$ cat src/rtl/eit_scan_sequencer_if.sv
// Handshake bundle between the EIT scan sequencer and its ADC/electrode-mux environment.
// master = sequencer side, slave = controller/ADC side.
interface eit_scan_sequencer_if;
  logic       start;
  logic       stop;
  logic       adc_ready;
  logic       adc_sample_valid;
  logic [3:0] inj_src;
  logic [3:0] inj_sink;
  logic       mux_en;
  logic       adc_start;
  logic [3:0] step_idx;
  logic [7:0] sample_cnt;
  logic       step_done;
  logic       frame_done;
  logic       busy;
  logic       timeout_error;

  modport master (
    input  start, stop, adc_ready, adc_sample_valid,
    output inj_src, inj_sink, mux_en, adc_start, step_idx, sample_cnt,
           step_done, frame_done, busy, timeout_error
  );

  modport slave (
    output start, stop, adc_ready, adc_sample_valid,
    input  inj_src, inj_sink, mux_en, adc_start, step_idx, sample_cnt,
           step_done, frame_done, busy, timeout_error
  );
endinterface

$ cat src/rtl/eit_scan_sequencer.sv
// Adjacent-pattern EIT injection sequencer: settle, trigger AVG_N ADC sample sets per step.
// Optional ADC watchdog enabled by defining EIT_TIMEOUT_EN.
module eit_scan_sequencer #(
  parameter int unsigned NUM_ELEC    = 16,
  parameter int unsigned SETTLE_CYC  = 200,
  parameter int unsigned AVG_N       = 4,
  parameter int unsigned TIMEOUT_CYC = 4096
) (
  input  logic                 clk,
  input  logic                 reset,
  eit_scan_sequencer_if.master bus
);

  typedef enum logic [2:0] {
    IDLE        = 3'd0,
    SETUP       = 3'd1,
    SETTLE      = 3'd2,
    TRIGGER     = 3'd3,
    WAIT_SAMPLE = 3'd4,
    NEXT        = 3'd5,
    ABORT       = 3'd6
  } state_t;

  localparam logic [3:0]  LAST_STEP   = 4'(NUM_ELEC - 1);
  localparam logic [7:0]  LAST_SAMPLE = 8'(AVG_N - 1);
  localparam logic [15:0] SETTLE_LOAD = 16'(SETTLE_CYC - 1);

  if ((NUM_ELEC < 4) || (NUM_ELEC > 16) || (SETTLE_CYC < 1) || (SETTLE_CYC > 65535) ||
      (AVG_N < 1) || (AVG_N > 255) || (TIMEOUT_CYC < 2)) begin : g_bad_params
    $error("eit_scan_sequencer: parameter out of legal range");
  end

  state_t      state_r;
  logic [3:0]  step_idx_r;
  logic [3:0]  inj_src_r;
  logic [3:0]  inj_sink_r;
  logic [7:0]  sample_cnt_r;
  logic [15:0] settle_cnt_r;
  logic        mux_en_r;
  logic        adc_start_r;
  logic        step_done_r;
  logic        frame_done_r;
  logic        busy_r;
  logic        stop_pend_r;

`ifdef EIT_TIMEOUT_EN
  localparam int unsigned TMO_W = (TIMEOUT_CYC > 2) ? $clog2(TIMEOUT_CYC) : 1;
  // The counter starts on entry to WAIT_SAMPLE, one cycle after adc_start.
  localparam logic [TMO_W-1:0] TMO_LAST = TMO_W'(TIMEOUT_CYC - 2);
  logic [TMO_W-1:0] tmo_cnt_r;
  logic             timeout_error_r;
`endif

  // Scan FSM: every output is a register updated on the transition that implies it.
  always_ff @(posedge clk or posedge reset) begin
    if (reset) begin
      state_r      <= IDLE;
      step_idx_r   <= 4'd0;
      inj_src_r    <= 4'd0;
      inj_sink_r   <= 4'd0;
      sample_cnt_r <= 8'd0;
      settle_cnt_r <= 16'd0;
      mux_en_r     <= 1'b0;
      adc_start_r  <= 1'b0;
      step_done_r  <= 1'b0;
      frame_done_r <= 1'b0;
      busy_r       <= 1'b0;
      stop_pend_r  <= 1'b0;
`ifdef EIT_TIMEOUT_EN
      tmo_cnt_r       <= '0;
      timeout_error_r <= 1'b0;
`endif
    end else begin
      adc_start_r  <= 1'b0;
      step_done_r  <= 1'b0;
      frame_done_r <= 1'b0;
      if ((state_r != IDLE) && bus.stop) begin
        stop_pend_r <= 1'b1;
      end
      case (state_r)
        IDLE: begin
          if (bus.start && bus.adc_ready) begin
            state_r     <= SETUP;
            busy_r      <= 1'b1;
            stop_pend_r <= 1'b0;
`ifdef EIT_TIMEOUT_EN
            timeout_error_r <= 1'b0;
`endif
          end
        end
        SETUP: begin
          inj_src_r    <= step_idx_r;
          inj_sink_r   <= (step_idx_r == LAST_STEP) ? 4'd0 : step_idx_r + 4'd1;
          mux_en_r     <= 1'b1;
          sample_cnt_r <= 8'd0;
          settle_cnt_r <= SETTLE_LOAD;
          state_r      <= SETTLE;
        end
        SETTLE: begin
          if (settle_cnt_r == 16'd0) begin
            state_r     <= TRIGGER;
            adc_start_r <= 1'b1;
          end else begin
            settle_cnt_r <= settle_cnt_r - 16'd1;
          end
        end
        TRIGGER: begin
          state_r <= WAIT_SAMPLE;
`ifdef EIT_TIMEOUT_EN
          tmo_cnt_r <= '0;
`endif
        end
        WAIT_SAMPLE: begin
          if (bus.adc_sample_valid) begin
            sample_cnt_r <= sample_cnt_r + 8'd1;
            if (sample_cnt_r == LAST_SAMPLE) begin
              state_r <= NEXT;
            end else begin
              state_r     <= TRIGGER;
              adc_start_r <= 1'b1;
            end
`ifdef EIT_TIMEOUT_EN
          end else if (tmo_cnt_r == TMO_LAST) begin
            timeout_error_r <= 1'b1;
            mux_en_r        <= 1'b0;
            step_idx_r      <= 4'd0;
            sample_cnt_r    <= 8'd0;
            busy_r          <= 1'b0;
            state_r         <= IDLE;
          end else begin
            tmo_cnt_r <= tmo_cnt_r + 1'b1;
`endif
          end
        end
        NEXT: begin
          step_done_r <= 1'b1;
          // A stop raised during this very cycle still counts as pending.
          if (stop_pend_r || bus.stop) begin
            stop_pend_r <= 1'b0;
            state_r     <= ABORT;
          end else if (step_idx_r == LAST_STEP) begin
            frame_done_r <= 1'b1;
            step_idx_r   <= 4'd0;
            mux_en_r     <= 1'b0;
            busy_r       <= 1'b0;
            state_r      <= IDLE;
          end else begin
            step_idx_r <= step_idx_r + 4'd1;
            state_r    <= SETUP;
          end
        end
        ABORT: begin
          mux_en_r     <= 1'b0;
          step_idx_r   <= 4'd0;
          sample_cnt_r <= 8'd0;
          busy_r       <= 1'b0;
          state_r      <= IDLE;
        end
        default: begin
          mux_en_r <= 1'b0;
          busy_r   <= 1'b0;
          state_r  <= IDLE;
        end
      endcase
    end
  end

  assign bus.inj_src    = inj_src_r;
  assign bus.inj_sink   = inj_sink_r;
  assign bus.mux_en     = mux_en_r;
  assign bus.adc_start  = adc_start_r;
  assign bus.step_idx   = step_idx_r;
  assign bus.sample_cnt = sample_cnt_r;
  assign bus.step_done  = step_done_r;
  assign bus.frame_done = frame_done_r;
  assign bus.busy       = busy_r;
`ifdef EIT_TIMEOUT_EN
  assign bus.timeout_error = timeout_error_r;
`else
  assign bus.timeout_error = 1'b0;
`endif

endmodule
$ cat src/flat_wrapper.sv
// flat-port wrapper written by rule: the top's interface ports become plain ports
module eit_scan_sequencer_flat 
#(
  parameter int unsigned NUM_ELEC    = 16,
  parameter int unsigned SETTLE_CYC  = 200,
  parameter int unsigned AVG_N       = 4,
  parameter int unsigned TIMEOUT_CYC = 4096
)
  (clk, reset, bus_start, bus_stop, bus_adc_ready, bus_adc_sample_valid, bus_inj_src, bus_inj_sink, bus_mux_en, bus_adc_start, bus_step_idx, bus_sample_cnt, bus_step_done, bus_frame_done, bus_busy, bus_timeout_error);
  eit_scan_sequencer_if bus_i ();
  input  logic clk;
  input  logic reset;
  input wire logic [$bits(bus_i.start)-1:0] bus_start;
  input wire logic [$bits(bus_i.stop)-1:0] bus_stop;
  input wire logic [$bits(bus_i.adc_ready)-1:0] bus_adc_ready;
  input wire logic [$bits(bus_i.adc_sample_valid)-1:0] bus_adc_sample_valid;
  output wire logic [$bits(bus_i.inj_src)-1:0] bus_inj_src;
  output wire logic [$bits(bus_i.inj_sink)-1:0] bus_inj_sink;
  output wire logic [$bits(bus_i.mux_en)-1:0] bus_mux_en;
  output wire logic [$bits(bus_i.adc_start)-1:0] bus_adc_start;
  output wire logic [$bits(bus_i.step_idx)-1:0] bus_step_idx;
  output wire logic [$bits(bus_i.sample_cnt)-1:0] bus_sample_cnt;
  output wire logic [$bits(bus_i.step_done)-1:0] bus_step_done;
  output wire logic [$bits(bus_i.frame_done)-1:0] bus_frame_done;
  output wire logic [$bits(bus_i.busy)-1:0] bus_busy;
  output wire logic [$bits(bus_i.timeout_error)-1:0] bus_timeout_error;
  assign bus_i.start = bus_start;
  assign bus_i.stop = bus_stop;
  assign bus_i.adc_ready = bus_adc_ready;
  assign bus_i.adc_sample_valid = bus_adc_sample_valid;
  assign bus_inj_src = bus_i.inj_src;
  assign bus_inj_sink = bus_i.inj_sink;
  assign bus_mux_en = bus_i.mux_en;
  assign bus_adc_start = bus_i.adc_start;
  assign bus_step_idx = bus_i.step_idx;
  assign bus_sample_cnt = bus_i.sample_cnt;
  assign bus_step_done = bus_i.step_done;
  assign bus_frame_done = bus_i.frame_done;
  assign bus_busy = bus_i.busy;
  assign bus_timeout_error = bus_i.timeout_error;
  eit_scan_sequencer #(.NUM_ELEC(NUM_ELEC), .SETTLE_CYC(SETTLE_CYC), .AVG_N(AVG_N), .TIMEOUT_CYC(TIMEOUT_CYC)) u_core (.clk(clk), .reset(reset), .bus(bus_i));
endmodule
$ cat config.mk
export PLATFORM = sky130hd
export DESIGN_NAME = eit_scan_sequencer_flat
export DESIGN_NICKNAME = d
export VERILOG_FILES = /design/src/rtl/eit_scan_sequencer_if.sv /design/src/rtl/eit_scan_sequencer.sv /design/src/flat_wrapper.sv
export SDC_FILE = /design/constraint.sdc
export NUM_CORES = 1
export LEC_CHECK = 0
export ABC_CLOCK_PERIOD_IN_PS = 2700
export BUFFER_PORTS_ARGS = -buffer_cell sky130_fd_sc_hd__buf_2
export CAP_MARGIN = 0
export CORE_ASPECT_RATIO = 0.5
export CORE_MARGIN = 4
export CORE_UTILIZATION = 57
export CTS_CLUSTER_DIAMETER = 50
export DETAILED_ROUTE_END_ITERATION = 16
export PLACE_DENSITY = 0.79
export SYNTH_ARGS = -nofsm -noshare
export SYNTH_HDL_FRONTEND = slang
export SYNTH_SLANG_ARGS = --single-unit
$ cat constraint.sdc
create_clock -name clk -period 2.7 [get_ports clk]
set_input_delay 0.54 -clock clk [delete_from_list [all_inputs] [get_ports clk]]
set_output_delay 0.54 -clock clk [all_outputs]
set_load 0.005 [all_outputs]
==> impl_metrics.prom <==
# TYPE chip_impl_metric gauge
chip_impl_metric{name="avgRoutedWirePerCell",unit="um"} 15.7
chip_impl_info{name="timing.critical_path.from_type",value="flop"} 1
chip_impl_metric{name="antenna_found_initial",unit=""} 0
chip_impl_metric{name="postSynthNetCount",unit=""} 265
chip_impl_metric{name="flow.area_growth_from_synthesis",unit="%"} 13.2
chip_impl_metric{name="groute.usage.overall",unit="%"} 22.0
chip_impl_metric{name="grtUsageMet1",unit="%"} 30.2
chip_impl_metric{name="number_of_synthesized_flops_with_an_enable_pin",unit=""} 0
chip_impl_metric{name="drc",unit=""} 0
chip_impl_metric{name="portBuffers",unit=""} 30
chip_impl_metric{name="critPathMaxFanout",unit=""} 7
chip_impl_metric{name="tritoncts.num_buffers",unit=""} 5
chip_impl_metric{name="post-route-period-util",unit="%"} 81.7
chip_impl_info{name="tritoncts",value="done"} 1
chip_impl_info{name="rsz0062_at_grt",value="no"} 1
chip_impl_metric{name="detailed_place_hpwl",unit="um"} 3700
chip_impl_info{name="setup.worst_path.start",value="u_core.settle_cnt_r[11]$_DFFE_PP0P_"} 1
chip_impl_metric{name="clock_tree.htree_level_count",unit=""} 2
chip_impl_metric{name="synth.lib_cells_used.distinct",unit=""} 53
chip_impl_metric{name="min_period",unit="ns"} 2.21
chip_impl_metric{name="drtAntennaViolNets",unit=""} 0
chip_impl_metric{name="cts_hold_buffers",unit=""} 0
chip_impl_metric{name="die_width",unit="um"} 99.5
chip_impl_metric{name="grt_overflow",unit=""} 0
chip_impl_metric{name="ys_async_sr_fraction",unit="%"} 100
chip_impl_metric{name="ff2ff_setup_slack",unit="ns"} 0.49
chip_impl_metric{name="fin_worst_hold_slack",unit="ns"} 0.407
chip_impl_info{name="status",value="finished, final reports clean"} 1
chip_impl_metric{name="routed_via_density",unit=""} 6.02
chip_impl_metric{name="drt_pass1_iterations",unit=""} 4
chip_impl_metric{name="slew-limit-headroom",unit="%"} 57.9
chip_impl_metric{name="core.rowCount",unit=""} 16
chip_impl_metric{name="timing.final.max_slew_violations",unit=""} 0
chip_impl_metric{name="path_clk_slew",unit="ns"} 0.08
chip_impl_metric{name="worst_pin_slew",unit="ns"} 0.625
chip_impl_info{name="worst_r2r_endpoint",value="u_core.settle_cnt_r[1]$_DFFE_PP0P_"} 1
chip_impl_metric{name="postSynthRegisterBits",unit=""} 45
chip_impl_metric{name="insertion_delay",unit="ns"} 0.29
chip_impl_metric{name="achievable-frequency",unit="MHz"} 453
chip_impl_info{name="most_instantiated_flip_flop_cell_in_the_synthesis_netlist",value="sky130_fd_sc_hd__dfrtp_1"} 1
chip_impl_info{name="worstSetupPathType",value="flop to flop"} 1
chip_impl_metric{name="via_count_of_the_first_global_routing_pass",unit=""} 1951
chip_impl_metric{name="synth.yosys.seq_area_share",unit="%"} 47.2
chip_impl_metric{name="detailedRoute.firstIterationViolations",unit=""} 150
chip_impl_metric{name="share_of_post_route_cells_with_drive_strength_above_1",unit="%"} 18.5
chip_impl_info{name="reg2reg_from",value="u_core.settle_cnt_r[11]$_DFFE_PP0P_"} 1
chip_impl_metric{name="post-cts-setup-buffer-count",unit=""} 0
chip_impl_info{name="busiest_layer",value="met2"} 1
chip_impl_metric{name="synth_warnings",unit=""} 0
chip_impl_info{name="cts_root_buf",value="sky130_fd_sc_hd__clkbuf_8"} 1
chip_impl_metric{name="initial_utilization",unit="%"} 60.2
chip_impl_metric{name="crit_arrival",unit="ns"} 2.38
chip_impl_metric{name="post_layout_instance_count_excluding_filler_cells",unit=""} 340
chip_impl_metric{name="vias",unit=""} 2048
chip_impl_metric{name="leakagePower",unit="uW"} 0.00126
chip_impl_metric{name="cp_data_required_time",unit="ns"} 2.88
chip_impl_metric{name="synthesized_area",unit="sq um"} 2380
chip_impl_metric{name="post-layout-total-power",unit="uW"} 2460
chip_impl_metric{name="cts_repair_resize_count",unit=""} 0
chip_impl_metric{name="fin_nets",unit=""} 296
chip_impl_metric{name="synth.avg_cell_area",unit="sq um"} 9.35
chip_impl_metric{name="setup_total_negative_slack",unit="ns"} 0
chip_impl_metric{name="globalplace.congestion",unit=""} 0.874
chip_impl_metric{name="power_per_cell_area",unit="nW/um^2"} 912
chip_impl_metric{name="placed_cells_incl_taps",unit=""} 333
chip_impl_info{name="min_path_type",value="input port to async pin"} 1
chip_impl_metric{name="finalCoreUtilization",unit="%"} 68.1
chip_impl_metric{name="wire_length_of_the_first_global_routing_pass",unit="um"} 9220
chip_impl_metric{name="n_antenna_cell",unit=""} 0
chip_impl_metric{name="peakVddDrop",unit="V"} 0.000573
chip_impl_metric{name="pin_count_of_the_biggest_net_entering_global_routing",unit=""} 46
chip_impl_info{name="setup.worst_path.end_class",value="flop"} 1
chip_impl_metric{name="worstRegToRegCells",unit=""} 4
chip_impl_metric{name="die_height",unit="um"} 53.7
chip_impl_metric{name="use_met2",unit="%"} 36.6
chip_impl_metric{name="clock-skew-final",unit="ns"} 0.00790
chip_impl_metric{name="report.final.setup_viol",unit=""} 0
chip_impl_metric{name="syn_inst",unit=""} 255
chip_impl_metric{name="max_cap_viols",unit=""} 0
chip_impl_metric{name="globalRouteMet3Util",unit="%"} 5.05
chip_impl_metric{name="detail_route.wirelength",unit="um"} 5350
chip_impl_metric{name="timing.final.hold_violations",unit=""} 0
chip_impl_metric{name="clock_path_buffers",unit=""} 2
chip_impl_metric{name="placeableCoreArea",unit="sq um"} 3960
chip_impl_metric{name="cts_num_sinks",unit=""} 45
chip_impl_metric{name="die_footprint",unit="sq um"} 5350
chip_impl_metric{name="design.portCount",unit=""} 32
[cells in the mapped netlist, drive strengths merged, types with 4 or more instances]
| cell | instances | area, sq um |
|---|---|---|
| clkbuf | 10 | 37.5 |
| inv | 6 | 22.5 |
| or4 | 5 | 41.3 |
| nor4 | 4 | 25.0 |
| nor2 | 19 | 71.3 |
| xor2 | 4 | 35.0 |
| ha | 4 | 50.1 |
| mux2i | 8 | 80.1 |
| o31ai | 9 | 67.6 |
| buf | 4 | 28.8 |
| nand4 | 4 | 25.0 |
| a21oi | 11 | 55.1 |
| nand2 | 41 | 154 |
| nor3 | 10 | 50.1 |
| dfrtp | 45 | 1130 |
| o21ai | 20 | 108 |
[state kept, by name, summed over array words and instances, names as in the netlist]
| name | count |
|---|---|
| u_core.bus.step_done | 1 |
| u_core.state_r | 3 |
| u_core.stop_pend_r | 1 |
| u_core.bus.frame_done | 1 |
| u_core.bus.adc_start | 1 |
| u_core.settle_cnt_r | 16 |
| u_core.bus.mux_en | 1 |
| u_core.bus.sample_cnt | 8 |
| u_core.bus.step_idx | 4 |
| u_core.bus.busy | 1 |
| u_core.bus.inj_src | 4 |
| u_core.bus.inj_sink | 4 |
[critical path, cell delays in order (launching register included)]
cell                      delay (ns)
sky130_fd_sc_hd__dfrtp_1        0.42
sky130_fd_sc_hd__or4_4          0.58
sky130_fd_sc_hd__or4b_4         0.56
sky130_fd_sc_hd__o21ai_2        0.18
sky130_fd_sc_hd__mux2_1         0.34
[placed cells by master (no fill, tap or decap), types with 5 or more instances in the layout]
master and instances:
sky130_fd_sc_hd__buf_4 8, sky130_fd_sc_hd__dfrtp_1 45, sky130_fd_sc_hd__nand2_1 41, sky130_fd_sc_hd__clkbuf_8 5, sky130_fd_sc_hd__a21oi_1 11, sky130_fd_sc_hd__mux2i_1 8
sky130_fd_sc_hd__buf_2 30, sky130_fd_sc_hd__nor3_1 10, sky130_fd_sc_hd__inv_1 6, sky130_fd_sc_hd__o31ai_1 9, sky130_fd_sc_hd__nor2_1 19, sky130_fd_sc_hd__o21ai_0 17
[layout make-up]
type / count / area [sq um]
multi-input combinational: 189 / 1170
fill: 337 / 1260
clock inverter: 2 / 35.0
clock buffer: 5 / 68.8
inverter: 7 / 26.3
timing repair buffer: 38 / 210
tap: 54 / 67.6
sequential: 45 / 1130
[metal layers]
| layer | up-vias | share of wire (%) | wire [um] |
|---|---|---|---|
| met1 | 1007 | 48 | 2550 |
| met5 | - | 0 | 0 |
| met4 | 0 | 0.92 | 49 |
| met2 | 45 | 47 | 2510 |
| li1 | 988 | - | - |
| met3 | 8 | 4.6 | 246 |
[cells by family (layout without fill, tap and decap cells)]
kind of cell    after synthesis  count (layout)  share of synthesized area, %
simple gates                107             107                          23.2
compound gates               61              61                          16.8
flops                        45              45                          47.2
buf+inv                      21              52                          3.88
mux                          11              11                          4.77
xor+xnor                      5               5                          1.84
fa+ha+maj                     4               4                          2.10
other cells                   1               1                         0.157
[where the power goes]
part	switching [uW]	internal (uW)
sequential	207	835
clock	217	269
combinational	525	409
total	949	1510
[stage by stage]
stage	setup slack, ns	instance area (sq um)
final	0.495	2700
after global placement	0.568	2600
after CTS	0.506	2700
after global routing	0.329	2700
after floorplan	0.541	2380
after detailed placement	0.520	2600
[how the worst max path moves through the flow]
stage | to | slack [ns] | cells after the start
floorplan | u_core.settle_cnt_r[1]$_DFFE_PP0P_ | 0.54 | 5
global placement | u_core.settle_cnt_r[1]$_DFFE_PP0P_ | 0.57 | 4
detailed placement | u_core.settle_cnt_r[1]$_DFFE_PP0P_ | 0.52 | 4
CTS | u_core.settle_cnt_r[1]$_DFFE_PP0P_ | 0.51 | 4
global route | u_core.settle_cnt_r[12]$_DFFE_PP0P_ | 0.33 | 4
finish | u_core.settle_cnt_r[1]$_DFFE_PP0P_ | 0.49 | 4
No activity file was read; power rests on OpenSTA's default activity.
